## src/rtl/wb_lsu_master_pkg.sv

```systemverilog
// Shared constants and types for the Wishbone load/store master.
// Holds the access size encodings and the FSM state encoding.
package wb_lsu_master_pkg;

  localparam logic [1:0] LSU_SIZE_B = 2'b00;
  localparam logic [1:0] LSU_SIZE_H = 2'b01;
  localparam logic [1:0] LSU_SIZE_W = 2'b10;

  typedef enum logic [1:0] {
    LSU_IDLE = 2'b00,
    LSU_BUS  = 2'b01,
    LSU_RESP = 2'b10
  } lsu_state_e;

  function automatic logic [31:0] word_addr(input logic [31:0] byte_addr);
    return {byte_addr[31:2], 2'b00};
  endfunction

endpackage

```

## src/rtl/wb_lane_align.sv

```systemverilog
// Combinational lane handling: byte selects, store replication, load shift/extend
// and the alignment check for one access.
module wb_lane_align
  import wb_lsu_master_pkg::*;
(
  input  logic [1:0]  size,
  input  logic [1:0]  addr_lo,
  input  logic        is_unsigned,
  input  logic [31:0] wdata,
  input  logic [31:0] bus_rdata,
  output logic [3:0]  sel,
  output logic [31:0] dat_out,
  output logic [31:0] load_data,
  output logic        misaligned
);

  logic [31:0] shifted;

  always_comb begin
    sel        = 4'b0000;
    dat_out    = wdata;
    misaligned = 1'b0;
    shifted    = bus_rdata >> {addr_lo, 3'b000};
    load_data  = shifted;
    case (size)
      LSU_SIZE_B: begin
        sel       = 4'b0001 << addr_lo;
        dat_out   = {4{wdata[7:0]}};
        load_data = is_unsigned ? {24'h000000, shifted[7:0]}
                                : {{24{shifted[7]}}, shifted[7:0]};
      end
      LSU_SIZE_H: begin
        sel        = 4'b0011 << addr_lo;
        dat_out    = {2{wdata[15:0]}};
        misaligned = addr_lo[0];
        load_data  = is_unsigned ? {16'h0000, shifted[15:0]}
                                 : {{16{shifted[15]}}, shifted[15:0]};
      end
      LSU_SIZE_W: begin
        sel        = 4'b1111;
        misaligned = (addr_lo != 2'b00);
      end
      default: begin
        misaligned = 1'b1;
      end
    endcase
  end

endmodule

```

## src/rtl/wb_lsu_master.sv

```systemverilog
// Wishbone B4 classic initiator for the data port: one load/store request
// becomes one bus cycle, with alignment faults, bus errors and timeouts reported.
module wb_lsu_master
  import wb_lsu_master_pkg::*;
#(
  parameter int unsigned TIMEOUT_CYCLES = 255,
  parameter int unsigned CNT_W          = 8
) (
  input  logic        clk,
  input  logic        rst,
  input  logic        req_valid,
  output logic        req_ready,
  input  logic        req_we,
  input  logic [1:0]  req_size,
  input  logic        req_unsigned,
  input  logic [31:0] req_addr,
  input  logic [31:0] req_wdata,
  output logic        rsp_valid,
  output logic [31:0] rsp_rdata,
  output logic        rsp_err,
  output logic        rsp_timeout,
  output logic        rsp_misaligned,
  output logic [31:0] wb_adr_o,
  output logic [31:0] wb_dat_o,
  input  logic [31:0] wb_dat_i,
  output logic        wb_we_o,
  output logic [3:0]  wb_sel_o,
  output logic        wb_cyc_o,
  output logic        wb_stb_o,
  input  logic        wb_ack_i,
  input  logic        wb_err_i
);

  localparam logic [CNT_W-1:0] TMO_LIMIT = CNT_W'(TIMEOUT_CYCLES);
  localparam bit               TMO_EN    = (TIMEOUT_CYCLES != 0);

  lsu_state_e        state_reg, state_next;
  logic [CNT_W-1:0]  cnt_reg, cnt_next;
  logic [1:0]        size_reg, size_next;
  logic [1:0]        addr_lo_reg, addr_lo_next;
  logic              uns_reg, uns_next;
  logic              cyc_reg, cyc_next;
  logic [31:0]       adr_reg, adr_next;
  logic              we_reg, we_next;
  logic [3:0]        sel_reg, sel_next;
  logic [31:0]       dat_reg, dat_next;
  logic              rsp_valid_reg, rsp_valid_next;
  logic [31:0]       rsp_rdata_reg, rsp_rdata_next;
  logic              rsp_err_reg, rsp_err_next;
  logic              rsp_tmo_reg, rsp_tmo_next;
  logic              rsp_mis_reg, rsp_mis_next;

  logic              idle;
  logic [1:0]        align_size;
  logic [1:0]        align_addr_lo;
  logic              align_uns;
  logic [3:0]        align_sel;
  logic [31:0]       align_dat;
  logic [31:0]       align_load;
  logic              align_mis;

  // While idle the aligner looks at the incoming request; afterwards it
  // works from the latched request so the ack-edge extraction is stable.
  assign idle          = (state_reg == LSU_IDLE);
  assign align_size    = idle ? req_size       : size_reg;
  assign align_addr_lo = idle ? req_addr[1:0]  : addr_lo_reg;
  assign align_uns     = idle ? req_unsigned   : uns_reg;

  wb_lane_align u_align (
    .size        (align_size),
    .addr_lo     (align_addr_lo),
    .is_unsigned (align_uns),
    .wdata       (req_wdata),
    .bus_rdata   (wb_dat_i),
    .sel         (align_sel),
    .dat_out     (align_dat),
    .load_data   (align_load),
    .misaligned  (align_mis)
  );

  always_ff @(posedge clk) begin
    if (rst) begin
      state_reg     <= LSU_IDLE;
      cnt_reg       <= '0;
      size_reg      <= 2'b00;
      addr_lo_reg   <= 2'b00;
      uns_reg       <= 1'b0;
      cyc_reg       <= 1'b0;
      adr_reg       <= '0;
      we_reg        <= 1'b0;
      sel_reg       <= 4'b0000;
      dat_reg       <= '0;
      rsp_valid_reg <= 1'b0;
      rsp_rdata_reg <= '0;
      rsp_err_reg   <= 1'b0;
      rsp_tmo_reg   <= 1'b0;
      rsp_mis_reg   <= 1'b0;
    end else begin
      state_reg     <= state_next;
      cnt_reg       <= cnt_next;
      size_reg      <= size_next;
      addr_lo_reg   <= addr_lo_next;
      uns_reg       <= uns_next;
      cyc_reg       <= cyc_next;
      adr_reg       <= adr_next;
      we_reg        <= we_next;
      sel_reg       <= sel_next;
      dat_reg       <= dat_next;
      rsp_valid_reg <= rsp_valid_next;
      rsp_rdata_reg <= rsp_rdata_next;
      rsp_err_reg   <= rsp_err_next;
      rsp_tmo_reg   <= rsp_tmo_next;
      rsp_mis_reg   <= rsp_mis_next;
    end
  end

  always_comb begin
    state_next     = state_reg;
    cnt_next       = cnt_reg;
    size_next      = size_reg;
    addr_lo_next   = addr_lo_reg;
    uns_next       = uns_reg;
    cyc_next       = cyc_reg;
    adr_next       = adr_reg;
    we_next        = we_reg;
    sel_next       = sel_reg;
    dat_next       = dat_reg;
    rsp_valid_next = 1'b0;
    rsp_rdata_next = rsp_rdata_reg;
    rsp_err_next   = rsp_err_reg;
    rsp_tmo_next   = rsp_tmo_reg;
    rsp_mis_next   = rsp_mis_reg;

    case (state_reg)
      LSU_IDLE: begin
        if (req_valid) begin
          size_next      = req_size;
          addr_lo_next   = req_addr[1:0];
          uns_next       = req_unsigned;
          cnt_next       = '0;
          rsp_rdata_next = '0;
          rsp_err_next   = 1'b0;
          rsp_tmo_next   = 1'b0;
          rsp_mis_next   = 1'b0;
          if (align_mis) begin
            state_next     = LSU_RESP;
            rsp_valid_next = 1'b1;
            rsp_mis_next   = 1'b1;
          end else begin
            state_next = LSU_BUS;
            cyc_next   = 1'b1;
            adr_next   = word_addr(req_addr);
            we_next    = req_we;
            sel_next   = align_sel;
            dat_next   = align_dat;
          end
        end
      end

      LSU_BUS: begin
        // Error wins over a simultaneous ack so a faulting store is never
        // reported as completed.
        if (wb_err_i) begin
          state_next     = LSU_RESP;
          cyc_next       = 1'b0;
          rsp_valid_next = 1'b1;
          rsp_err_next   = 1'b1;
        end else if (wb_ack_i) begin
          state_next     = LSU_RESP;
          cyc_next       = 1'b0;
          rsp_valid_next = 1'b1;
          rsp_rdata_next = we_reg ? 32'h0000_0000 : align_load;
        end else if (TMO_EN && (cnt_reg == TMO_LIMIT)) begin
          state_next     = LSU_RESP;
          cyc_next       = 1'b0;
          rsp_valid_next = 1'b1;
          rsp_err_next   = 1'b1;
          rsp_tmo_next   = 1'b1;
        end else begin
          cnt_next = cnt_reg + CNT_W'(1);
        end
      end

      LSU_RESP: begin
        state_next     = LSU_IDLE;
        rsp_rdata_next = '0;
        rsp_err_next   = 1'b0;
        rsp_tmo_next   = 1'b0;
        rsp_mis_next   = 1'b0;
      end

      default: begin
        state_next = LSU_IDLE;
        cyc_next   = 1'b0;
      end
    endcase
  end

  assign req_ready      = idle;
  assign rsp_valid      = rsp_valid_reg;
  assign rsp_rdata      = rsp_rdata_reg;
  assign rsp_err        = rsp_err_reg;
  assign rsp_timeout    = rsp_tmo_reg;
  assign rsp_misaligned = rsp_mis_reg;
  assign wb_adr_o       = adr_reg;
  assign wb_dat_o       = dat_reg;
  assign wb_we_o        = we_reg;
  assign wb_sel_o       = sel_reg;
  assign wb_cyc_o       = cyc_reg;
  assign wb_stb_o       = cyc_reg;

endmodule

```

## config.mk

```make
export PLATFORM = sky130hd
export DESIGN_NAME = wb_lsu_master
export DESIGN_NICKNAME = d
export VERILOG_FILES = /design/src/rtl/wb_lsu_master_pkg.sv /design/src/rtl/wb_lane_align.sv /design/src/rtl/wb_lsu_master.sv
export SDC_FILE = /design/constraint.sdc
export NUM_CORES = 1
export LEC_CHECK = 0
export ABC_CLOCK_PERIOD_IN_PS = 2500
export CAP_MARGIN = 5
export CORE_MARGIN = 5
export CORE_UTILIZATION = 30
export CTS_CLUSTER_DIAMETER = 100
export DETAILED_ROUTE_END_ITERATION = 8
export PLACE_DENSITY = 0.66
export SLEW_MARGIN = 20
export SYNTH_ARGS = -nofsm -noshare
export SYNTH_HDL_FRONTEND = slang
export SYNTH_SLANG_ARGS = --single-unit
```

## constraint.sdc

```tcl
create_clock -name clk -period 2.5 [get_ports clk]
set_input_delay 0.25 -clock clk [delete_from_list [all_inputs] [get_ports clk]]
set_output_delay 0.25 -clock clk [all_outputs]
set_load 0.01 [all_outputs]
```

==> impl_metrics.csv, run 1 <==
group,metric,value,unit
cts,cts_hold_repair.buffers,0,
route,route.vias.total,6313,
route,dr.first_iter.drc_count,484,
cts,clock_tree.buffer_depth,2,
die,design.core.area,18900,µm²
route,drtAntennaViolNets,0,
worst_setup_path,worst_setup_path_start_kind,"flip-flop",
worst_setup_path,timing.critical_path.cells,"or2_1 > inv_2 > mux2_2 > nor2_1 > a22oi_1 > a311oi_1",
synth,synthDominantAreaCellType,"sky130_fd_sc_hd__dfxtp_1",
global_route,grt_max_degree,54,
global_route,grt_overflow,0,
cts,post_cts.resized_instances,0,
worst_setup_path,worstPathBufferInverterCount,1,
die,die_y,149,µm
die,ioPinCount,213,
cts,postCtsSetupBuffers,0,
global_route,grt_pass1_wl,33.5,mm
worst_setup_path,timing.critical_path.fanout_max,10,
synth,synth_top_family_by_area,"compound AO/OA/AOI/OAI gates",
die,fp.dieArea,22200,µm²
synth,synthMuxAreaShare,2.07,%
synth,synth-main-ff-cell,"sky130_fd_sc_hd__dfxtp_1",
cts,numClockSinks,119,
worst_hold_path,min-delay-path-class,"in2reg",
synth,seq_area_frac_synth,41.0,%
synth,synth_seq_cells,119,
placement,io_buffers,210,
placement,hpwl,15.2,mm
worst_setup_path,critPathKind,"reg2reg",
finish,diodes,0,
worst_setup_path,crit_required,2.82,ns
synth,synth_fa_ha_area_share,0.216,%
timing,fin_ws,0.270,ns
timing,final_period_minus_worst_setup_slack,2.23,ns
flow_run,max_cap_violations,0,
worst_setup_path,reg2reg_setup_slack,0.27,ns
route,drt-wirelength-per-cell,18.2,µm
route,drc_errors,0,
worst_setup_path,critPathArrivalTime,2.55,ns
power_and_ir_drop,power_per_cell_area,735,nW/µm²
cts,clock_latency,0.41,ns
global_route,antenna_found_initial,0,
cts,numCtsBuffers,17,
cts,cts_tree,"done",
synth,synth.area.top_cells,"sky130_fd_sc_hd__dfxtp_1 (41%), sky130_fd_sc_hd__a21oi_1 (9.1%), sky130_fd_sc_hd__nand2_1 (5.0%)",
timing,finalSetupTns,0,ns
global_route,gr-usage-all-layers,18.7,%
timing,final-hold-violation-count,0,
global_route,number_of_global_route_vias_before_repair,6054,
cts,cts_root_buf,"sky130_fd_sc_hd__clkbuf_16",
timing,timing.slew.headroom,60.4,%
finish,area_growth,53.5,%
worst_setup_path,critPathCaptureType,"flip-flop",
power_and_ir_drop,p_leak,3.19,nW
finish,filler_cell_count,1858,
synth,syn-mean-instance-area,8.21,µm²
die,core.rowCount,50,
timing,report.final.setup_viol,0,
synth,synthDistinctLibCells,61,
synth,synth_compound_area_share,31.9,%
synth,synthCells,707,
finish,drive_gt1_share,11.7,%
timing,tightest_slew,0.592,ns
timing,final_max_slew_viol_count,0,
synth,synth_xor_xnor_area_share,0.754,%
route,via_per_instance_ratio,5.33,
timing,finClkSkew,0.0101,ns
synth,ys_async_sr_fraction,0,%
power_and_ir_drop,power.ir.vdd_worst,0.000430,V
placement,pre_cts_slack,0.115,ns
synth,netlist_area,5810,µm²
worst_setup_path,critical_path.slowest_cell,"sky130_fd_sc_hd__mux2_2",
die,initial_utilization,30.7,%
synth,synthSimpleGateAreaFrac,17.9,%
timing,layout_worst_path_cycle_share,89.2,%
worst_setup_path,crit_path_max_incr_delay,0.46,ns
worst_setup_path,cp_top_family,"simple AND/OR/NAND/NOR gates",
synth,synth.top_cells.by_count,"sky130_fd_sc_hd__dfxtp_1 (119), sky130_fd_sc_hd__a21oi_1 (105), sky130_fd_sc_hd__nand2_1 (77)",
timing,grt_setup_unrepaired,"false",
route,finalWirelength,21.5,mm
route,detailedRoute.firstPassIterationCount,5,
outcome,run_status,"finished, final reports clean",
placement,replace_congestion,0.841,
synth,synth_warn,0,
synth,post-synth-top-area-fraction,41.0,%
finish,final_nets,1018,
cts,cts.reportedPaths.clkPinSlew,0.06,ns
die,chipWidth,149,µm
timing,fmaxAchievable,448,MHz
synth,number_of_enable_type_register_cells_in_the_synthesized_netlist,0,
synth,post-synth-top-count-cell,"sky130_fd_sc_hd__dfxtp_1",
cts,ctsHtreeMaxLevel,4,
-- cell type report --
type	count	area, µm²	share of cell area (%)
multi-input cells	512	3110	34.9
repair buffers	256	2510	28.1
flip-flops and latches	119	2380	26.7
clock buffers	20	457	5.12
well taps	260	325	3.65
clock inverters	12	103	1.15
inverters	6	22.5	0.253
-- final timing paths --
| kind | start | end | depth (start not counted) |
|---|---|---|---|
| max | state_reg[0]$_SDFFE_PP0P_ | rsp_rdata[14]$_SDFFE_PP0P_ | 6 |
| min | rst | rsp_rdata[7]$_SDFFE_PP0P_ | 2 |
| max reg2reg | state_reg[0]$_SDFFE_PP0P_ | rsp_rdata[14]$_SDFFE_PP0P_ | 6 |
| min reg2reg | rsp_err$_SDFFE_PP0P_ | rsp_err$_SDFFE_PP0P_ | 2 |
-- cell usage in the layout, fill, tap and decap left out, types with 3 or more instances in the layout --
| master | count |
|---|---|
| sky130_fd_sc_hd__and2_1 | 16 |
| sky130_fd_sc_hd__a31oi_1 | 19 |
| sky130_fd_sc_hd__and3_1 | 11 |
| sky130_fd_sc_hd__a221oi_1 | 10 |
| sky130_fd_sc_hd__mux2i_1 | 3 |
| sky130_fd_sc_hd__a21o_1 | 17 |
| sky130_fd_sc_hd__o21ai_0 | 55 |
| sky130_fd_sc_hd__a21oi_1 | 104 |
| sky130_fd_sc_hd__nor4b_1 | 3 |
| sky130_fd_sc_hd__mux2_2 | 8 |
| sky130_fd_sc_hd__inv_1 | 5 |
| sky130_fd_sc_hd__nor2_1 | 15 |
| sky130_fd_sc_hd__a22oi_1 | 18 |
| sky130_fd_sc_hd__nand3_1 | 48 |
| sky130_fd_sc_hd__nand2b_1 | 3 |
| sky130_fd_sc_hd__o21a_1 | 3 |
| sky130_fd_sc_hd__clkinvlp_4 | 4 |
| sky130_fd_sc_hd__buf_12 | 5 |
| sky130_fd_sc_hd__nand4_1 | 3 |
| sky130_fd_sc_hd__nand2_1 | 77 |
| sky130_fd_sc_hd__o211ai_1 | 3 |
| sky130_fd_sc_hd__nor4_1 | 9 |
| sky130_fd_sc_hd__dfxtp_1 | 119 |
| sky130_fd_sc_hd__clkdlybuf4s50_1 | 209 |
| sky130_fd_sc_hd__clkbuf_16 | 17 |
| sky130_fd_sc_hd__a311oi_1 | 24 |
| sky130_fd_sc_hd__clkinv_2 | 5 |
| sky130_fd_sc_hd__xor2_1 | 5 |
| sky130_fd_sc_hd__buf_4 | 42 |
| sky130_fd_sc_hd__o22ai_1 | 7 |
| sky130_fd_sc_hd__a211oi_1 | 5 |
| sky130_fd_sc_hd__a22o_1 | 7 |
-- power by group --
group	internal, mW	leakage, nW	switching [mW]
registers	2.07	0.970	0.0925
clock network	1.41	0.268	0.915
logic	0.941	1.95	1.12
total	4.42	3.19	2.13
-- logic make-up after synthesis --
group	after synthesis
adder cells (fa/ha/maj)	1
AO/OA/AOI/OAI	289
other	1
AND/OR/NAND/NOR	204
buffers and inverters	77
multiplexers	11
XOR/XNOR	5
flip-flops	119
-- per-stage QoR --
step	cell area (µm²)	hold WS, ns	util, %	total power [mW]	std cells
2_1_floorplan	5810	0.386	-	3.29	708
3_3_place_gp	8350	0.442	44.2	4.24	1153
3_5_place_dp	8350	0.450	44.2	4.26	1153
4_1_cts	8910	0.278	47.2	6.60	1185
5_1_grt	8910	0.304	47.2	6.87	1185
6_report	8910	0.297	47.2	6.55	1185
-- metal layers --
metal / track usage (%) / wire length, µm / vias up
li1: - / - / 3057
met3: 5.32 / 1750 / 25
met1: 25.0 / 9530 / 2970
met4: 5.22 / 317 / 0
met2: 29.6 / 9930 / 261
met5: 0 / 0 / -
(Power assumes the default switching activity.)
==> inputs of run 2 (changes only) <==
ABC_CLOCK_PERIOD_IN_PS = default   (was 2500)
SKIP_CTS_REPAIR_TIMING = 1   (was default)
==> results of run 2 <==
Final layout, timing and power as in run 1 (identical DEF).
==> RTL change, RTL diff (flow settings as in run 2) <==
Set the parameter `CNT_W` to 9 (it was 8).
--- a/src/rtl/wb_lsu_master.sv
+++ b/src/rtl/wb_lsu_master.sv
@@ -4,7 +4,7 @@
   import wb_lsu_master_pkg::*;
 #(
   parameter int unsigned TIMEOUT_CYCLES = 255,
-  parameter int unsigned CNT_W          = 8
+  parameter int unsigned CNT_W          = 9
 ) (
   input  logic        clk,
   input  logic        rst,
Formal check against the unedited RTL: same outputs for any inputs over 4 cycles, from zero or initial values and one cycle with rst high; that may be too few to reach the edited logic, so the function may still have changed.
==> RTL change against run 2 <==
- total power down 2.0%
- routed wire length down 13%
- worst setup slack worse by 0.10 ns
- synthesized area down 6.6%
- sequential cell count up 1
- cell area down 3.5%
- non-clock buffer count down 1
- highest routed layer unchanged
==> RTL change: results (changes against run 2) <==
[critical_path]
critPathArrivalTime_ns=2.68  ; +0.13 ns
critPathMaxFanout=15  ; +5
reg2reg_to=rsp_rdata[20]
rrSetupSlack_ns=0.17  ; -0.10 ns
slowest_stage=or4b_2

[drt]
wl_per_cell_um=16.5  ; -9.3%
firstDrtPassIters=4  ; -1
routed_wl_mm=18.8  ; -13%

[synthesis]
seq_area_frac_synth_pct=44.3  ; +3.3 points
synth.distinct_cells=52  ; -15%
synth_compound_area_share_pct=21.5  ; -10 points
muxShareOfSynthArea_pct=4.78  ; +2.7 points
synth_xor_area_share_pct=0.969  ; +0.21 points
synthAdderAreaFrac_pct=0.462  ; +0.25 points
ys_top_cells_by_area=dfxtp_1, nand2_1, a21oi_1
synth_commonest_cells=nand2_1, dfxtp_1, a21oi_1, nor2_1, clkbuf_1

[global_route]
grt_max_degree=44  ; -19%
grt_pass1_wl_mm=28.2  ; -16%
use_met1_pct=21.5  ; -3.5 points
grt_pass1_vias=5272  ; -13%
gr-usage-met2_pct=28.1  ; -1.6 points
grt_usage_pct=17.3  ; -1.4 points
grtUsageMet3_pct=6.18  ; +0.87 points

[run_status]
status=finished, final reports clean

[cells_and_area]
design_area_um2=8600  ; -3.5%
fillerInstances=1797  ; -3.3%
drive_above_1_share_pct=11.9  ; +0.18 points

[timing]
max_slew_margin_pct=62.7  ; +2.3 points
finClkSkew_ns=0.0109  ; +0.000798 ns
min_period_ns=2.33  ; +0.101 ns
holdWs_ns=0.214  ; -0.0828 ns

[pwr]
vdd_ir_drop_max_uv=456  ; +5.9%
cellInternalPower_mw=4.50  ; +1.9%
combPwrFrac_pct=26.7  ; -4.8 points

[placed_design]
place_ws_ns=-0.0621  ; -0.177 ns
gp_congestion=0.881  ; +4.8%
dpl_cell_area_um2=7910  ; -5.3%

==> RTL change: changes by cell type in the layout (fill, tap and decap cells not counted), sizes merged, moves of 17 or more <==
cell / run 2 / this run
nand3: 48 / 13
nand2: 77 / 166
a31oi: 19 / 2
a21oi: 105 / 80
a21o: 17 / 0
o21ai: 57 / 37
nor2: 17 / 69
==> RTL change: cell type report <==
type                    instances  share of cell area, %
multi-input cells             502                   32.4
repair buffers                255                   29.1
inverters                       2                 0.0873
clock buffers                  18                   5.11
well taps                     229                   3.33
flip-flops and latches        120                   27.9
clock inverters                14                   2.02
==> RTL change: metal layers <==
| layer | vias to the layer above | wire, um |
|---|---|---|
| met2 | 189 | 8750 |
| met1 | 2564 | 8140 |
| met5 | - | 0 |
| met4 | 0 | 336 |
| li1 | 2783 | - |
| met3 | 22 | 1560 |
==> RTL change: critical path, delay by kind of cell (launching register included) <==
family                 cells  cell delay [ns]
and+or+nand+nor            2             0.76
buffers and inverters      3             0.49
DFF                        1             0.35
AOI/OAI and AO/OA          4             0.65
